[src/rtl/serial_tx_arbiter_if.sv]
// serial_tx_arbiter_if: requester and transmitter handshake bundle for the serial TX arbiter
interface serial_tx_arbiter_if #(
  parameter int NUM_REQ = 4,
  parameter int DATA_WIDTH = 32
);
  localparam int ID_W = $clog2(NUM_REQ);
  logic [NUM_REQ-1:0] ReqValid;
  logic [NUM_REQ*DATA_WIDTH-1:0] ReqData;
  logic [NUM_REQ-1:0] ReqAck;
  logic ReqErr;
  logic [DATA_WIDTH-1:0] TxData;
  logic TxSample;
  logic TxStart;
  logic TxBusy;
  logic TxDone;
  logic [ID_W-1:0] GrantId;
  logic Busy;
  logic [7:0] ErrCount;
  modport master (
    input ReqValid, ReqData, TxBusy, TxDone,
    output ReqAck, ReqErr, TxData, TxSample, TxStart, GrantId, Busy, ErrCount
  );
  modport slave (
    output ReqValid, ReqData, TxBusy, TxDone,
    input ReqAck, ReqErr, TxData, TxSample, TxStart, GrantId, Busy, ErrCount
  );
endinterface

[src/rtl/serial_tx_arbiter.sv]
// serial_tx_arbiter: round-robin sharing of one serial transmitter among NUM_REQ requesters
module serial_tx_arbiter #(
  parameter int NUM_REQ = 4,
  parameter int DATA_WIDTH = 32,
  parameter int TIMEOUT = 4095
) (
  input logic Clk,
  input logic Reset,
  serial_tx_arbiter_if.master Bus
);
  localparam int ID_W = $clog2(NUM_REQ);
  localparam int WD_W = (TIMEOUT > 1) ? $clog2(TIMEOUT + 1) : 1;
  typedef enum logic [2:0] {IDLE, SAMPLE, START, WAIT_DONE, ACK} state_t;
  state_t state, stateNext;
  logic [ID_W-1:0] lastGrant, lastGrantNext, pick, grantNext;
  logic [WD_W-1:0] wd, wdNext;
  logic errFlag, errFlagNext;
  logic [DATA_WIDTH-1:0] dataNext;
  logic sampleNext, startNext, errNext;
  logic [NUM_REQ-1:0] ackNext;
  logic [7:0] errCountNext;
  // Scan downward so the candidate closest after lastGrant is assigned last and wins.
  always_comb begin
    pick = '0;
    for (int k = NUM_REQ - 1; k >= 0; k--)
      if (Bus.ReqValid[(int'(lastGrant) + 1 + k) % NUM_REQ])
        pick = ID_W'((int'(lastGrant) + 1 + k) % NUM_REQ);
  end
  always_comb begin
    stateNext = state;
    lastGrantNext = lastGrant;
    grantNext = Bus.GrantId;
    dataNext = Bus.TxData;
    wdNext = wd;
    errFlagNext = errFlag;
    errCountNext = Bus.ErrCount;
    sampleNext = 1'b0;
    startNext = 1'b0;
    errNext = 1'b0;
    ackNext = '0;
    case (state)
      IDLE: if (|Bus.ReqValid) begin
        grantNext = pick;
        dataNext = Bus.ReqData[int'(pick)*DATA_WIDTH +: DATA_WIDTH];
        stateNext = SAMPLE;
      end
      SAMPLE: if (!Bus.TxBusy) begin
        sampleNext = 1'b1;
        stateNext = START;
      end
      START: begin
        startNext = 1'b1;
        wdNext = '0;
        stateNext = WAIT_DONE;
      end
      WAIT_DONE: if (Bus.TxDone) begin
        errFlagNext = 1'b0;
        stateNext = ACK;
      end else if (TIMEOUT != 0) begin
        wdNext = wd + 1'b1;
        if (wdNext == WD_W'(TIMEOUT)) begin
          errFlagNext = 1'b1;
          errCountNext = (Bus.ErrCount == 8'hFF) ? Bus.ErrCount : Bus.ErrCount + 8'd1;
          stateNext = ACK;
        end
      end
      ACK: begin
        ackNext[Bus.GrantId] = 1'b1;
        errNext = errFlag;
        lastGrantNext = Bus.GrantId;
        stateNext = IDLE;
      end
      default: stateNext = IDLE;
    endcase
  end
  always_ff @(posedge Clk) begin
    if (Reset) begin
      state <= IDLE;
      lastGrant <= ID_W'(NUM_REQ - 1);
      wd <= '0;
      errFlag <= 1'b0;
      Bus.GrantId <= '0;
      Bus.TxData <= '0;
      Bus.TxSample <= 1'b0;
      Bus.TxStart <= 1'b0;
      Bus.ReqAck <= '0;
      Bus.ReqErr <= 1'b0;
      Bus.Busy <= 1'b0;
      Bus.ErrCount <= '0;
    end else begin
      state <= stateNext;
      lastGrant <= lastGrantNext;
      wd <= wdNext;
      errFlag <= errFlagNext;
      Bus.GrantId <= grantNext;
      Bus.TxData <= dataNext;
      Bus.TxSample <= sampleNext;
      Bus.TxStart <= startNext;
      Bus.ReqAck <= ackNext;
      Bus.ReqErr <= errNext;
      Bus.Busy <= stateNext != IDLE;
      Bus.ErrCount <= errCountNext;
    end
  end
endmodule

[src/flat_wrapper.sv]
// flat-port wrapper written by rule: the top's interface ports become plain ports
module serial_tx_arbiter_flat 
#(
  parameter int NUM_REQ = 4,
  parameter int DATA_WIDTH = 32,
  parameter int TIMEOUT = 4095
)
  (Clk, Reset, Bus_ReqValid, Bus_ReqData, Bus_TxBusy, Bus_TxDone, Bus_ReqAck, Bus_ReqErr, Bus_TxData, Bus_TxSample, Bus_TxStart, Bus_GrantId, Bus_Busy, Bus_ErrCount);
  serial_tx_arbiter_if #(.NUM_REQ(NUM_REQ), .DATA_WIDTH(DATA_WIDTH)) Bus_i ();
  input logic Clk;
  input logic Reset;
  input wire logic [$bits(Bus_i.ReqValid)-1:0] Bus_ReqValid;
  input wire logic [$bits(Bus_i.ReqData)-1:0] Bus_ReqData;
  input wire logic [$bits(Bus_i.TxBusy)-1:0] Bus_TxBusy;
  input wire logic [$bits(Bus_i.TxDone)-1:0] Bus_TxDone;
  output wire logic [$bits(Bus_i.ReqAck)-1:0] Bus_ReqAck;
  output wire logic [$bits(Bus_i.ReqErr)-1:0] Bus_ReqErr;
  output wire logic [$bits(Bus_i.TxData)-1:0] Bus_TxData;
  output wire logic [$bits(Bus_i.TxSample)-1:0] Bus_TxSample;
  output wire logic [$bits(Bus_i.TxStart)-1:0] Bus_TxStart;
  output wire logic [$bits(Bus_i.GrantId)-1:0] Bus_GrantId;
  output wire logic [$bits(Bus_i.Busy)-1:0] Bus_Busy;
  output wire logic [$bits(Bus_i.ErrCount)-1:0] Bus_ErrCount;
  assign Bus_i.ReqValid = Bus_ReqValid;
  assign Bus_i.ReqData = Bus_ReqData;
  assign Bus_i.TxBusy = Bus_TxBusy;
  assign Bus_i.TxDone = Bus_TxDone;
  assign Bus_ReqAck = Bus_i.ReqAck;
  assign Bus_ReqErr = Bus_i.ReqErr;
  assign Bus_TxData = Bus_i.TxData;
  assign Bus_TxSample = Bus_i.TxSample;
  assign Bus_TxStart = Bus_i.TxStart;
  assign Bus_GrantId = Bus_i.GrantId;
  assign Bus_Busy = Bus_i.Busy;
  assign Bus_ErrCount = Bus_i.ErrCount;
  serial_tx_arbiter #(.NUM_REQ(NUM_REQ), .DATA_WIDTH(DATA_WIDTH), .TIMEOUT(TIMEOUT)) u_core (.Clk(Clk), .Reset(Reset), .Bus(Bus_i));
endmodule
[config.mk]
export PLATFORM = sky130hd
export DESIGN_NAME = serial_tx_arbiter_flat
export DESIGN_NICKNAME = d
export VERILOG_FILES = /design/src/rtl/serial_tx_arbiter_if.sv /design/src/rtl/serial_tx_arbiter.sv /design/src/flat_wrapper.sv
export SDC_FILE = /design/constraint.sdc
export NUM_CORES = 1
export LEC_CHECK = 0
export ABC_AREA = 1
export CAP_MARGIN = 20
export CORE_AREA = 2 2 100 102
export CTS_BUF_LIST = sky130_fd_sc_hd__clkbuf_2
export DETAILED_ROUTE_END_ITERATION = 8
export DIE_AREA = 0 0 102 104
export PLACE_DENSITY = 0.88
export SETUP_SLACK_MARGIN = 0.15
export SLEW_MARGIN = 20
export SYNTH_ARGS = -nofsm -noshare
export SYNTH_HDL_FRONTEND = slang
export SYNTH_SLANG_ARGS = --single-unit
export TNS_END_PERCENT = 1
[constraint.sdc]
create_clock -name Clk -period 3.9 [get_ports Clk]
set_input_delay 1.17 -clock Clk [delete_from_list [all_inputs] [get_ports Clk]]
set_output_delay 1.17 -clock Clk [all_outputs]
set_load 0.1 [all_outputs]
Yosys cells after proc, flatten, opt, wreduce, memory -nomap -nowiden
Index checks and enable logic that the tools add are counted.

cells by class
  shifts and indexed selects = 1
  equal/unequal tests = 7
  bitwise logic cells = 8
  mux-type cells = 29
  $add $sub $neg = 6
  reductions and logical operators = 16
  order comparisons = 6

operators with widths
  kind                     count
  $shiftx A128 B8 Y32      1
  $pmux W12 S2             1
  $lt A3 B4 Y1 const B     4
  $mux W1                  13
  $add A12 B1 Y12 const B  1
  $eq A12 B12 Y1 const B   1
  $mux W12                 1
  $mux W3                  4
  $pmux W3 S4              1
  $reduce_or A2 Y1         6
  $add A8 B1 Y8 const B    1
  $bmux W1 S2              4
  $eq A8 B8 Y1 const B     1
  $mux W2                  4
  $eq A3 B2 Y1 const B     2
  $reduce_and A2 Y1        3
  $add A2 B1 Y2 const B    2
  $add A2 B2 Y2 const B    2
  $and A1 B1 Y1 const A    4
  $not A1 Y1               4
  $reduce_and A4 Y1        1
  $reduce_bool A2 Y1       2
  $reduce_or A4 Y1         1
  $eq A3 B1 Y1 const B     1
  8 further kinds          8

word-level totals
  input bits = 136
  logic and storage cells = 85
  register bits after elaboration = 68
  output and inout port bits = 50

Depth between registers and ports, before layout
Gate-level depths: netlist of run 1.

  depth in word-level cells = 12
  gate-level depth with buffers = 18
  mapped depth without buffers = 16

Least setup slack after synthesis of run 1
OpenSTA, ideal clock, no wires.

  kind = input -> register
  from = in Bus_ReqValid[3]
  to = reg u_core.Bus.TxData[10]
  path slack = 1.504 ns
  arrival = 2.283 ns
  stages on the path = 15
  path buffers = 2
  data required time = 3.787 ns
  library setup time = 0.113 ns
  cell sequence = inv_1 > o21ai_1 > nand2_1 > nand2_1 > inv_1 > nand2_1 > nand2_1 > buf_6 > buf_2 > nand3_1 > nand2_1 > nand2_1 > nand2_1 > o21ai_1 > inv_1

on the way
  cells in the longest elaborated chain, start to end = 8
  elaborated cells between the ends (all ways) = 19

RTL lines
  what                                        RTL line                    source
  start, declared                             flat_wrapper.sv:12          input wire logic [$bits(Bus_i.ReqValid)-1:0] Bus_ReqValid;
  $bmux W1 S2                                 serial_tx_arbiter.sv:26     if (Bus.ReqValid[(int'(lastGrant) + 1 + k) % NUM_REQ])
  $mux W1 (implied by the code) (2 in a row)  serial_tx_arbiter.sv:26
  $mux W2 (4 in a row)                        serial_tx_arbiter.sv:26
  $shiftx A128 B8 Y32                         serial_tx_arbiter.sv:44     dataNext = Bus.ReqData[int'(pick)*DATA_WIDTH +: DATA_WIDTH];
  end signal, assigned                        serial_tx_arbiter.sv:96     Bus.TxData <= dataNext;
  end, declared                               serial_tx_arbiter_if.sv:21  output ReqAck, ReqErr, TxData, TxSample, TxStart, GrantId, Busy, ErrCount

Parallel ways exist; a longest one is shown, timed or not. The select of a mux whose other input is x is not followed.
A chain may end at the register's enable or synchronous reset.

Worst setup path in the final report of run 1
  from = reg u_core.Bus.TxData[15]
  to = out Bus_TxData[15]

RTL lines
  what           RTL line            source
  end, declared  flat_wrapper.sv:18  output wire logic [$bits(Bus_i.TxData)-1:0] Bus_TxData;

No word-level cell between the ends.

==> results_tabular.tex, run 1 <==
\begin{tabular}{lr}
\hline
Metric & Value \\
\hline
\multicolumn{2}{l}{\textbf{Placement}} \\
\quad HPWL after detailed placement & 10300 um \\
\quad RePlAce Congestion & 0.908 \\
\quad Count of buffers from port buffering & 185 \\
\multicolumn{2}{l}{\textbf{Run status}} \\
\quad Status & completed \\
\multicolumn{2}{l}{\textbf{Worst setup path}} \\
\quad Max Fanout on Critical Path & 2 \\
\quad Master of the slowest instance on the critical path & sky130\_fd\_sc\_hd\_\_clkdlybuf4s50\_1 \\
\quad Sort of element at the start of the critical path & flip-flop \\
\quad Endpoint arrival time on the critical path & 2070 ps \\
\quad Type of element capturing the critical path & output port \\
\quad Crit-path cells & clkdlybuf4s50\_1 \\
\quad Class of the most critical setup path & flip-flop to output port \\
\quad Buffering stage count on the worst path with inverters included & 1 \\
\quad Crit-path leading delay family & buffers and inverters \\
\quad Data required, critical path & 2730 ps \\
\quad Slowest cell delay on critical path & 1150 ps \\
\multicolumn{2}{l}{\textbf{Route}} \\
\quad Final routed wirelength across all metal layers & 13700 um \\
\quad Residual DRC & 0 \\
\quad Post-DRT Antenna Nets & 0 \\
\quad Count of routing violations after the opening detailed-route iteration & 249 \\
\quad 1st-pass router iterations & 5 \\
\quad Drt wl/cell & 12.5 um \\
\quad Via density & 4.91 \\
\quad Via count & 5362 \\
\multicolumn{2}{l}{\textbf{Yosys}} \\
\quad Post-synth top area cell & sky130\_fd\_sc\_hd\_\_dfxtp\_1 \\
\quad Distinct cell type count of the synthesized netlist & 32 \\
\quad Top post-synthesis cells by area & sky130\_fd\_sc\_hd\_\_dfxtp\_1 (30\%), sky130\_fd\_sc\_hd\_\_nand2\_1 (23\%), sky130\_fd\_sc\_hd\_\_nand3\_1 (9.4\%), sky130\_fd\_sc\_hd\_\_nor2\_1 (7.1\%), sky130\_fd\_sc\_hd\_\_inv\_1 (6.1\%) \\
\quad Top post-synthesis cells by count & sky130\_fd\_sc\_hd\_\_nand2\_1 (284), sky130\_fd\_sc\_hd\_\_nor2\_1 (87), sky130\_fd\_sc\_hd\_\_nand3\_1 (86), sky130\_fd\_sc\_hd\_\_inv\_1 (75), sky130\_fd\_sc\_hd\_\_dfxtp\_1 (68) \\
\quad Commonest register cell after synthesis & sky130\_fd\_sc\_hd\_\_dfxtp\_1 \\
\quad Mapped Cells & 795 \\
\quad Synth async-reset ratio & 0\% \\
\quad Number of flops mapped to enable cells by yosys & 0 \\
\quad Most frequent cell after synthesis & sky130\_fd\_sc\_hd\_\_nand2\_1 \\
\quad Cell Area, Synth & 4590 um2 \\
\quad Share of the synthesized area in the top cell type & 29.7\% \\
\quad Count of state elements after synthesis & 68 \\
\quad Synth Area per Inst & 5.77 um2 \\
\quad Sequential fraction of the synthesis area & 29.7\% \\
\quad Warnings, synthesis & 0 \\
\quad Synthesized Nets & 934 \\
\multicolumn{2}{l}{\textbf{Clock tree}} \\
\quad Number of instances resized during post-cts repair & 0 \\
\quad Number of buffers created by CTS & 9 \\
\quad Bufs on Longest Clock Path & 2 \\
\quad Number of H-tree branching levels & 3 \\
\quad Root cell of the clock tree & sky130\_fd\_sc\_hd\_\_clkbuf\_2 \\
\quad Number of buffers added for setup after CTS & 0 \\
\quad CTS Hold Buffers Added & 0 \\
\quad Total clock sinks & 68 \\
\quad TritonCTS clock tree & done \\
\quad Post-CTS clock slew at the launch and capture registers of the worst setup and hold paths & 210 ps \\
\quad Clock network latency to the later pin of the worst-skew pair & 510 ps \\
\multicolumn{2}{l}{\textbf{Finish}} \\
\quad Multi-input logic area & 2690 um2 \\
\quad Diode count & 0 \\
\quad Fraction of layout cells with a size suffix above 1 & 8.33\% \\
\quad Number of fill cells & 889 \\
\quad Sequential cell area & 1360 um2 \\
\quad Area Growth Syn to Fin & 41.9\% \\
\quad Net count reported at finish & 1094 \\
\multicolumn{2}{l}{\textbf{Timing}} \\
\quad Worst hold slack & 490 ps \\
\quad Setup violations, final & 0 \\
\quad Final clock period utilization by the worst path & 83.2\% \\
\quad Max Clock Skew & 32.0 ps \\
\quad Peak Freq & 308 MHz \\
\quad Number of max-slew violations in the final report & 0 \\
\quad Shortest clock period the worst path allows after layout & 3240 ps \\
\quad Worst-case headroom to the max-slew limit & 34.3\% \\
\quad Worst-Margin Slew & 982 ps \\
\quad Unrepaired setup endpoints after global routing & false \\
\quad Number of hold violations in the final report & 0 \\
\quad TNS Setup & 0 ps \\
\multicolumn{2}{l}{\textbf{Global routing}} \\
\quad Grt ovf & 0 \\
\quad Via count of the first global-routing pass & 4870 \\
\quad GRT Overall Usage & 25.9\% \\
\quad Global-route wire length before repair & 22500 um \\
\quad Pin count of the biggest net entering global routing & 65 \\
\quad Antenna violations before repair & 0 \\
\multicolumn{2}{l}{\textbf{Power and ir drop}} \\
\quad Combinational share of power & 47.7\% \\
\quad Leakage power & 3.17 nW \\
\quad Sequential fraction of design power & 32.9\% \\
\quad Switching share of total power & 46.1\% \\
\quad Clock power frac & 19.5\% \\
\quad Cell-internal power & 0.00133 W \\
\quad Worst VDD drop & 0.270 mV \\
\quad Switching component of the power & 0.00114 W \\
\quad Power per Cell Area & 380 nW/um2 \\
\multicolumn{2}{l}{\textbf{Die}} \\
\quad Height of the chip & 104 um \\
\quad Num ports & 186 \\
\quad Standard-cell rows & 36 \\
\quad Die outline width & 102 um \\
\quad Floorplan Core Area & 9550 um2 \\
\quad Effective utilization at floorplan & 48.0\% \\
\quad Area of the die & 10600 um2 \\
\multicolumn{2}{l}{\textbf{Min path}} \\
\quad Worst min path class & flip-flop to flip-flop \\
\multicolumn{2}{l}{\textbf{Run}} \\
\quad Count of max-cap constraint violations & 0 \\
\hline
\end{tabular}
==> per-stage QoR <==
step	utilization, %	area (um2)	cells	total power, W	worst slack (ps)
2_1_floorplan	-	4590	795	0.00166	1500
3_3_place_gp	66.7	6370	1077	0.00199	672
3_5_place_dp	66.7	6370	1077	0.00200	616
4_1_cts	68.1	6500	1093	0.00248	629
5_1_grt	68.1	6500	1093	0.00260	582
6_report	68.1	6500	1093	0.00247	657
==> power groups by stage <==
stage,registers (W),logic (W),clock network (W)
after floorplan,0.00130,0.000357,0
after global placement,0.000824,0.00117,0
after detailed placement,0.000827,0.00118,0
after CTS,0.000812,0.00118,0.000488
after global routing,0.000821,0.00126,0.000516
final,0.000812,0.00118,0.000481
==> cell usage in the layout (no fill, tap or decap), types with 3 or more instances in the layout <==
| cell | count |
|---|---|
| sky130_fd_sc_hd__buf_4 | 37 |
| sky130_fd_sc_hd__a21oi_1 | 52 |
| sky130_fd_sc_hd__nor2_1 | 87 |
| sky130_fd_sc_hd__nand3_1 | 86 |
| sky130_fd_sc_hd__dfxtp_1 | 68 |
| sky130_fd_sc_hd__xor2_1 | 5 |
| sky130_fd_sc_hd__inv_1 | 74 |
| sky130_fd_sc_hd__nor2_2 | 3 |
| sky130_fd_sc_hd__xnor2_1 | 3 |
| sky130_fd_sc_hd__ha_1 | 3 |
| sky130_fd_sc_hd__inv_2 | 6 |
| sky130_fd_sc_hd__nand2_2 | 9 |
| sky130_fd_sc_hd__o21ai_1 | 35 |
| sky130_fd_sc_hd__clkbuf_2 | 9 |
| sky130_fd_sc_hd__o21ai_0 | 5 |
| sky130_fd_sc_hd__nand4_1 | 7 |
| sky130_fd_sc_hd__nor3_1 | 11 |
| sky130_fd_sc_hd__nor2_4 | 3 |
| sky130_fd_sc_hd__nand2_1 | 281 |
| sky130_fd_sc_hd__clkdlybuf4s50_1 | 153 |
| sky130_fd_sc_hd__clkinv_2 | 3 |
==> logic make-up after synthesis <==
| kind of cell | Yosys count | share of synthesized area (%) |
|---|---|---|
| AOI/OAI and AO/OA | 97 | 10.9 |
| xor gates and xnor gates | 8 | 1.53 |
| adders and majority gates | 3 | 0.819 |
| buffers and inverters | 124 | 11.9 |
| DFF | 68 | 29.7 |
| and+or+nand+nor | 495 | 45.2 |
==> layout make-up <==
| type | count | area share [%] |
|---|---|---|
| Sequential cell | 68 | 20.9 |
| Clock buffer | 9 | 0.692 |
| Inverter | 80 | 4.62 |
| Timing Repair Buffer | 193 | 28.5 |
| Multi-Input combinational cell | 603 | 41.3 |
| Tap cell | 133 | 2.56 |
| Clock inverter | 7 | 1.40 |
==> layer usage <==
metal	vias to the layer above	routed length, um	global-route usage [%]
li1	2824	-	-
met1	2307	5780	31.8
met2	198	6710	44.4
met3	33	839	4.50
met4	0	376	10.0
met5	-	0	0
==> path summary, 6_finish.rpt <==
path	startpoint	endpoint	slack [ps]	cells past startpoint
max	u_core.Bus.TxData[15]	Bus_TxData[15]	660	1
min	u_core.errFlag	u_core.errFlag	490	2
max reg2reg	u_core.lastGrant[0]	u_core.Bus.TxData[4]	1510	15
min reg2reg	u_core.errFlag	u_core.errFlag	490	2
==> sequential cells by signal, summed over array words and instances (netlist names) <==
name                 cells
u_core.Bus.TxData       32
u_core.Bus.Busy          1
u_core.lastGrant         2
u_core.Bus.GrantId       2
u_core.Bus.TxSample      1
u_core.Bus.ReqAck        4
u_core.state             3
u_core.wd               12
u_core.errFlag           1
u_core.Bus.ErrCount      8
u_core.Bus.ReqErr        1
u_core.Bus.TxStart       1
(Power assumes the default switching activity.)
==> run 2, diff against run 1 <==
--- a/config.mk
+++ b/config.mk
@@ -7,11 +7,11 @@
 export LEC_CHECK = 0
 export ABC_AREA = 1
 export CAP_MARGIN = 20
-export CORE_AREA = 2 2 100 102
+export CORE_AREA = 2 2 104 106
 export CTS_BUF_LIST = sky130_fd_sc_hd__clkbuf_2
 export DETAILED_ROUTE_END_ITERATION = 8
-export DIE_AREA = 0 0 102 104
-export PLACE_DENSITY = 0.88
+export DIE_AREA = 0 0 106 108
+export PLACE_DENSITY = 0.82
 export SETUP_SLACK_MARGIN = 0.15
 export SLEW_MARGIN = 20
 export SYNTH_ARGS = -nofsm -noshare
==> constraint.sdc (replaced) <==
create_clock -name Clk -period 3.3 [get_ports Clk]
set_input_delay 0.99 -clock Clk [delete_from_list [all_inputs] [get_ports Clk]]
set_output_delay 0.99 -clock Clk [all_outputs]
set_load 0.1 [all_outputs]
==> results_tabular.tex, run 2 (same netlist as run 1, synthesis figures left out) <==
\begin{tabular}{lr}
\hline
Metric & Value \\
\hline
\multicolumn{2}{l}{\textbf{Run status}} \\
\quad Status & completed \\
\multicolumn{2}{l}{\textbf{Timing}} \\
\quad Final clock period utilization by the worst path & 73.0\% \\
\quad Peak Freq & 415 MHz \\
\quad Shortest clock period the worst path allows after layout & 2410 ps \\
\quad Number of max-slew violations in the final report & 0 (unchanged) \\
\quad Setup violations, final & 0 (unchanged) \\
\quad TNS Setup & 0 ps (unchanged) \\
\quad Worst-Margin Slew & 435 ps (-547 ps) \\
\quad Worst-case headroom to the max-slew limit & 71.0\% (+37 points) \\
\quad Worst Setup Slack, final & 891 ps (+234 ps) \\
\quad Unrepaired setup endpoints after global routing & false \\
\quad Number of hold violations in the final report & 0 (unchanged) \\
\quad Max Clock Skew & 32.7 ps (+0.692 ps) \\
\multicolumn{2}{l}{\textbf{Clock tree}} \\
\quad Clock network latency to the later pin of the worst-skew pair & 490 ps (-20 ps) \\
\quad Post-CTS clock slew at the launch and capture registers of the worst setup and hold paths & 150 ps (-60 ps) \\
\quad Number of H-tree branching levels & 3 (unchanged) \\
\quad TritonCTS clock tree & done \\
\quad CTS Hold Buffers Added & 0 (unchanged) \\
\quad Root cell of the clock tree & sky130\_fd\_sc\_hd\_\_clkbuf\_2 \\
\quad Bufs on Longest Clock Path & 2 (unchanged) \\
\quad Number of buffers added for setup after CTS & 0 (unchanged) \\
\quad Number of buffers created by CTS & 9 (unchanged) \\
\quad Number of instances resized during post-cts repair & 0 (unchanged) \\
\quad Total clock sinks & 68 (unchanged) \\
\multicolumn{2}{l}{\textbf{Worst setup path}} \\
\quad Slowest cell delay on critical path & 480 ps (-670 ps) \\
\quad Crit-path cells & clkdlybuf4s50\_1 > inv\_1 > o21ai\_1 > nand2\_1 > nand2\_1 > nor2\_1 > nand2\_2 > nand2\_2 > buf\_12 > nand2\_1 > nand2\_1 > nand2\_1 > nand2\_1 > o21ai\_1 > inv\_1 \\
\quad Sort of element at the start of the critical path & primary input \\
\quad Buffering stage count on the worst path with inverters included & 4 (+3) \\
\quad Crit-path leading delay family & buffers and inverters \\
\quad Data required, critical path & 3680 ps (+950 ps) \\
\quad Master of the slowest instance on the critical path & sky130\_fd\_sc\_hd\_\_clkdlybuf4s50\_1 \\
\quad Endpoint arrival time on the critical path & 2790 ps (+720 ps) \\
\quad Class of the most critical setup path & primary input to flip-flop \\
\quad Worst R2R Setup Slack & 1100 ps (-410 ps) \\
\quad Type of element capturing the critical path & flip-flop \\
\quad Max Fanout on Critical Path & 53 (+51) \\
\quad Most common cell type on the critical path & sky130\_fd\_sc\_hd\_\_nand2\_1 \\
\multicolumn{2}{l}{\textbf{Die}} \\
\quad Die outline width & 106 um (+3.9\%) \\
\quad Effective utilization at floorplan & 44.8\% (-3.2 points) \\
\quad Area of the die & 11400 um2 (+7.9\%) \\
\quad Standard-cell rows & 37 (+2.8\%) \\
\quad Num ports & 186 (unchanged) \\
\quad Height of the chip & 108 um (+3.8\%) \\
\quad Floorplan Core Area & 10200 um2 (+7.1\%) \\
\multicolumn{2}{l}{\textbf{Placement}} \\
\quad HPWL after detailed placement & 10500 um (+1.7\%) \\
\quad Count of buffers from port buffering & 185 (unchanged) \\
\quad Standard cell area after detailed placement & 6390 um2 (+0.37\%) \\
\quad RePlAce Congestion & 0.902 (-0.67\%) \\
\quad Worst slack at placement & 409 ps (-207 ps) \\
\multicolumn{2}{l}{\textbf{Finish}} \\
\quad Fraction of layout cells with a size suffix above 1 & 10.2\% (+1.9 points) \\
\quad Top Registers & u\_core.Bus.TxData: 32 flops, u\_core.wd: 12 flops, u\_core.Bus.ErrCount: 8 flops \\
\quad Net count reported at finish & 1098 (+0.37\%) \\
\quad Max reg flops & 32 (unchanged) \\
\quad Most common cell after layout, fill and taps aside & sky130\_fd\_sc\_hd\_\_nand2\_1 \\
\quad Diode count & 0 (unchanged) \\
\quad Leading cell types in the layout, fill and taps excluded & sky130\_fd\_sc\_hd\_\_nand2\_1 (281), sky130\_fd\_sc\_hd\_\_clkdlybuf4s50\_1 (134), sky130\_fd\_sc\_hd\_\_nor2\_1 (87) \\
\quad Area Growth Syn to Fin & 40.8\% \\
\quad Area of all placed cells without fillers & 6460 um2 (-0.73\%) \\
\quad Most flop-heavy register & u\_core.Bus.TxData \\
\multicolumn{2}{l}{\textbf{Route}} \\
\quad 1st-pass router iterations & 6 (+1) \\
\quad Post-DRT Antenna Nets & 0 (unchanged) \\
\quad Residual DRC & 0 (unchanged) \\
\quad Final routed wirelength across all metal layers & 13800 um (+0.87\%) \\
\quad Via density & 4.88 (-0.59\%) \\
\quad Count of routing violations after the opening detailed-route iteration & 304 (+22\%) \\
\quad Drt wl/cell & 12.6 um (+0.50\%) \\
\quad Via count & 5350 (-0.22\%) \\
\multicolumn{2}{l}{\textbf{Global routing}} \\
\quad Antenna violations before repair & 0 (unchanged) \\
\quad Global Route met2 Usage & 43.2\% (-1.2 points) \\
\quad Grt ovf & 0 (unchanged) \\
\quad GRT Overall Usage & 24.3\% (-1.6 points) \\
\quad Via count of the first global-routing pass & 4918 (+0.99\%) \\
\quad Layer with the highest usage after global routing & met2 \\
\quad Met1 track demand over resource & 28.5\% (-3.3 points) \\
\quad Global-route wire length before repair & 22600 um (+0.65\%) \\
\quad Met3 track demand over resource & 7.23\% (+2.7 points) \\
\quad Pin count of the biggest net entering global routing & 64 (-1.5\%) \\
\multicolumn{2}{l}{\textbf{Power and ir drop}} \\
\quad Worst VDD drop & 0.389 mV (+44\%) \\
\quad Leakage power & 3.20 nW (+0.99\%) \\
\quad Final total power & 0.00272 W (+10\%) \\
\quad Power per Cell Area & 421 nW/um2 (+11\%) \\
\multicolumn{2}{l}{\textbf{Run}} \\
\quad Count of max-cap constraint violations & 0 (unchanged) \\
\multicolumn{2}{l}{\textbf{Min path}} \\
\quad Worst min path class & flip-flop to flip-flop \\
\hline
\end{tabular}
run 2: area by class of cell:
class | instances | area [um2]
Tap cell | 136 | 170
Clock buffer | 9 | 45.0
Multi-Input combinational cell | 603 | 2690
Clock inverter | 4 | 20.0
Timing Repair Buffer | 197 | 1870
Fill cell | 1010 | 3770
Inverter | 80 | 300
Sequential cell | 68 | 1360
run 2: worst paths after layout:
kind,from,to,cells after the start
max,Bus_ReqValid[3],u_core.Bus.TxData[9],15
min,u_core.wd[11],u_core.wd[11],2
max reg2reg,u_core.lastGrant[0],u_core.Bus.TxData[31],14
min reg2reg,u_core.wd[11],u_core.wd[11],2
run 2: where the power goes:
group / switching (W) / internal [W]
Sequential: 0.0000542 / 0.000907
Combinational: 0.000969 / 0.000422
Clock: 0.000284 / 0.0000808
run 2: worst reg2reg max path: stages, from the launching register on:
cell and delay (ps):
sky130_fd_sc_hd__dfxtp_1 610, sky130_fd_sc_hd__inv_2 180, sky130_fd_sc_hd__nand2_1 90, sky130_fd_sc_hd__nand2_1 90, sky130_fd_sc_hd__nand2_1 100, sky130_fd_sc_hd__inv_1 40, sky130_fd_sc_hd__o21ai_1 120, sky130_fd_sc_hd__nand2_1 60
sky130_fd_sc_hd__nand2_1 60, sky130_fd_sc_hd__nand2_1 100, sky130_fd_sc_hd__inv_2 90, sky130_fd_sc_hd__buf_12 240, sky130_fd_sc_hd__a21oi_1 120, sky130_fd_sc_hd__o21ai_1 140, sky130_fd_sc_hd__inv_1 50
run 2: stage by stage:
stage | hold slack (ps) | utilization (%) | std cells
floorplan | 423 | - | 795
global placement | 459 | 62.5 | 1084
detailed placement | 467 | 62.5 | 1084
CTS | 487 | 63.1 | 1097
global route | 509 | 63.1 | 1097
finish | 487 | 63.1 | 1097
run 2: routing by layer:
| layer | up-vias | wire length (um) | share of wire, % |
|---|---|---|---|
| met5 | - | 0 | 0 |
| met4 | 0 | 240 | 1.7 |
| met3 | 20 | 977 | 7.1 |
| met2 | 164 | 6870 | 50 |
| met1 | 2331 | 5740 | 42 |
| li1 | 2835 | - | - |
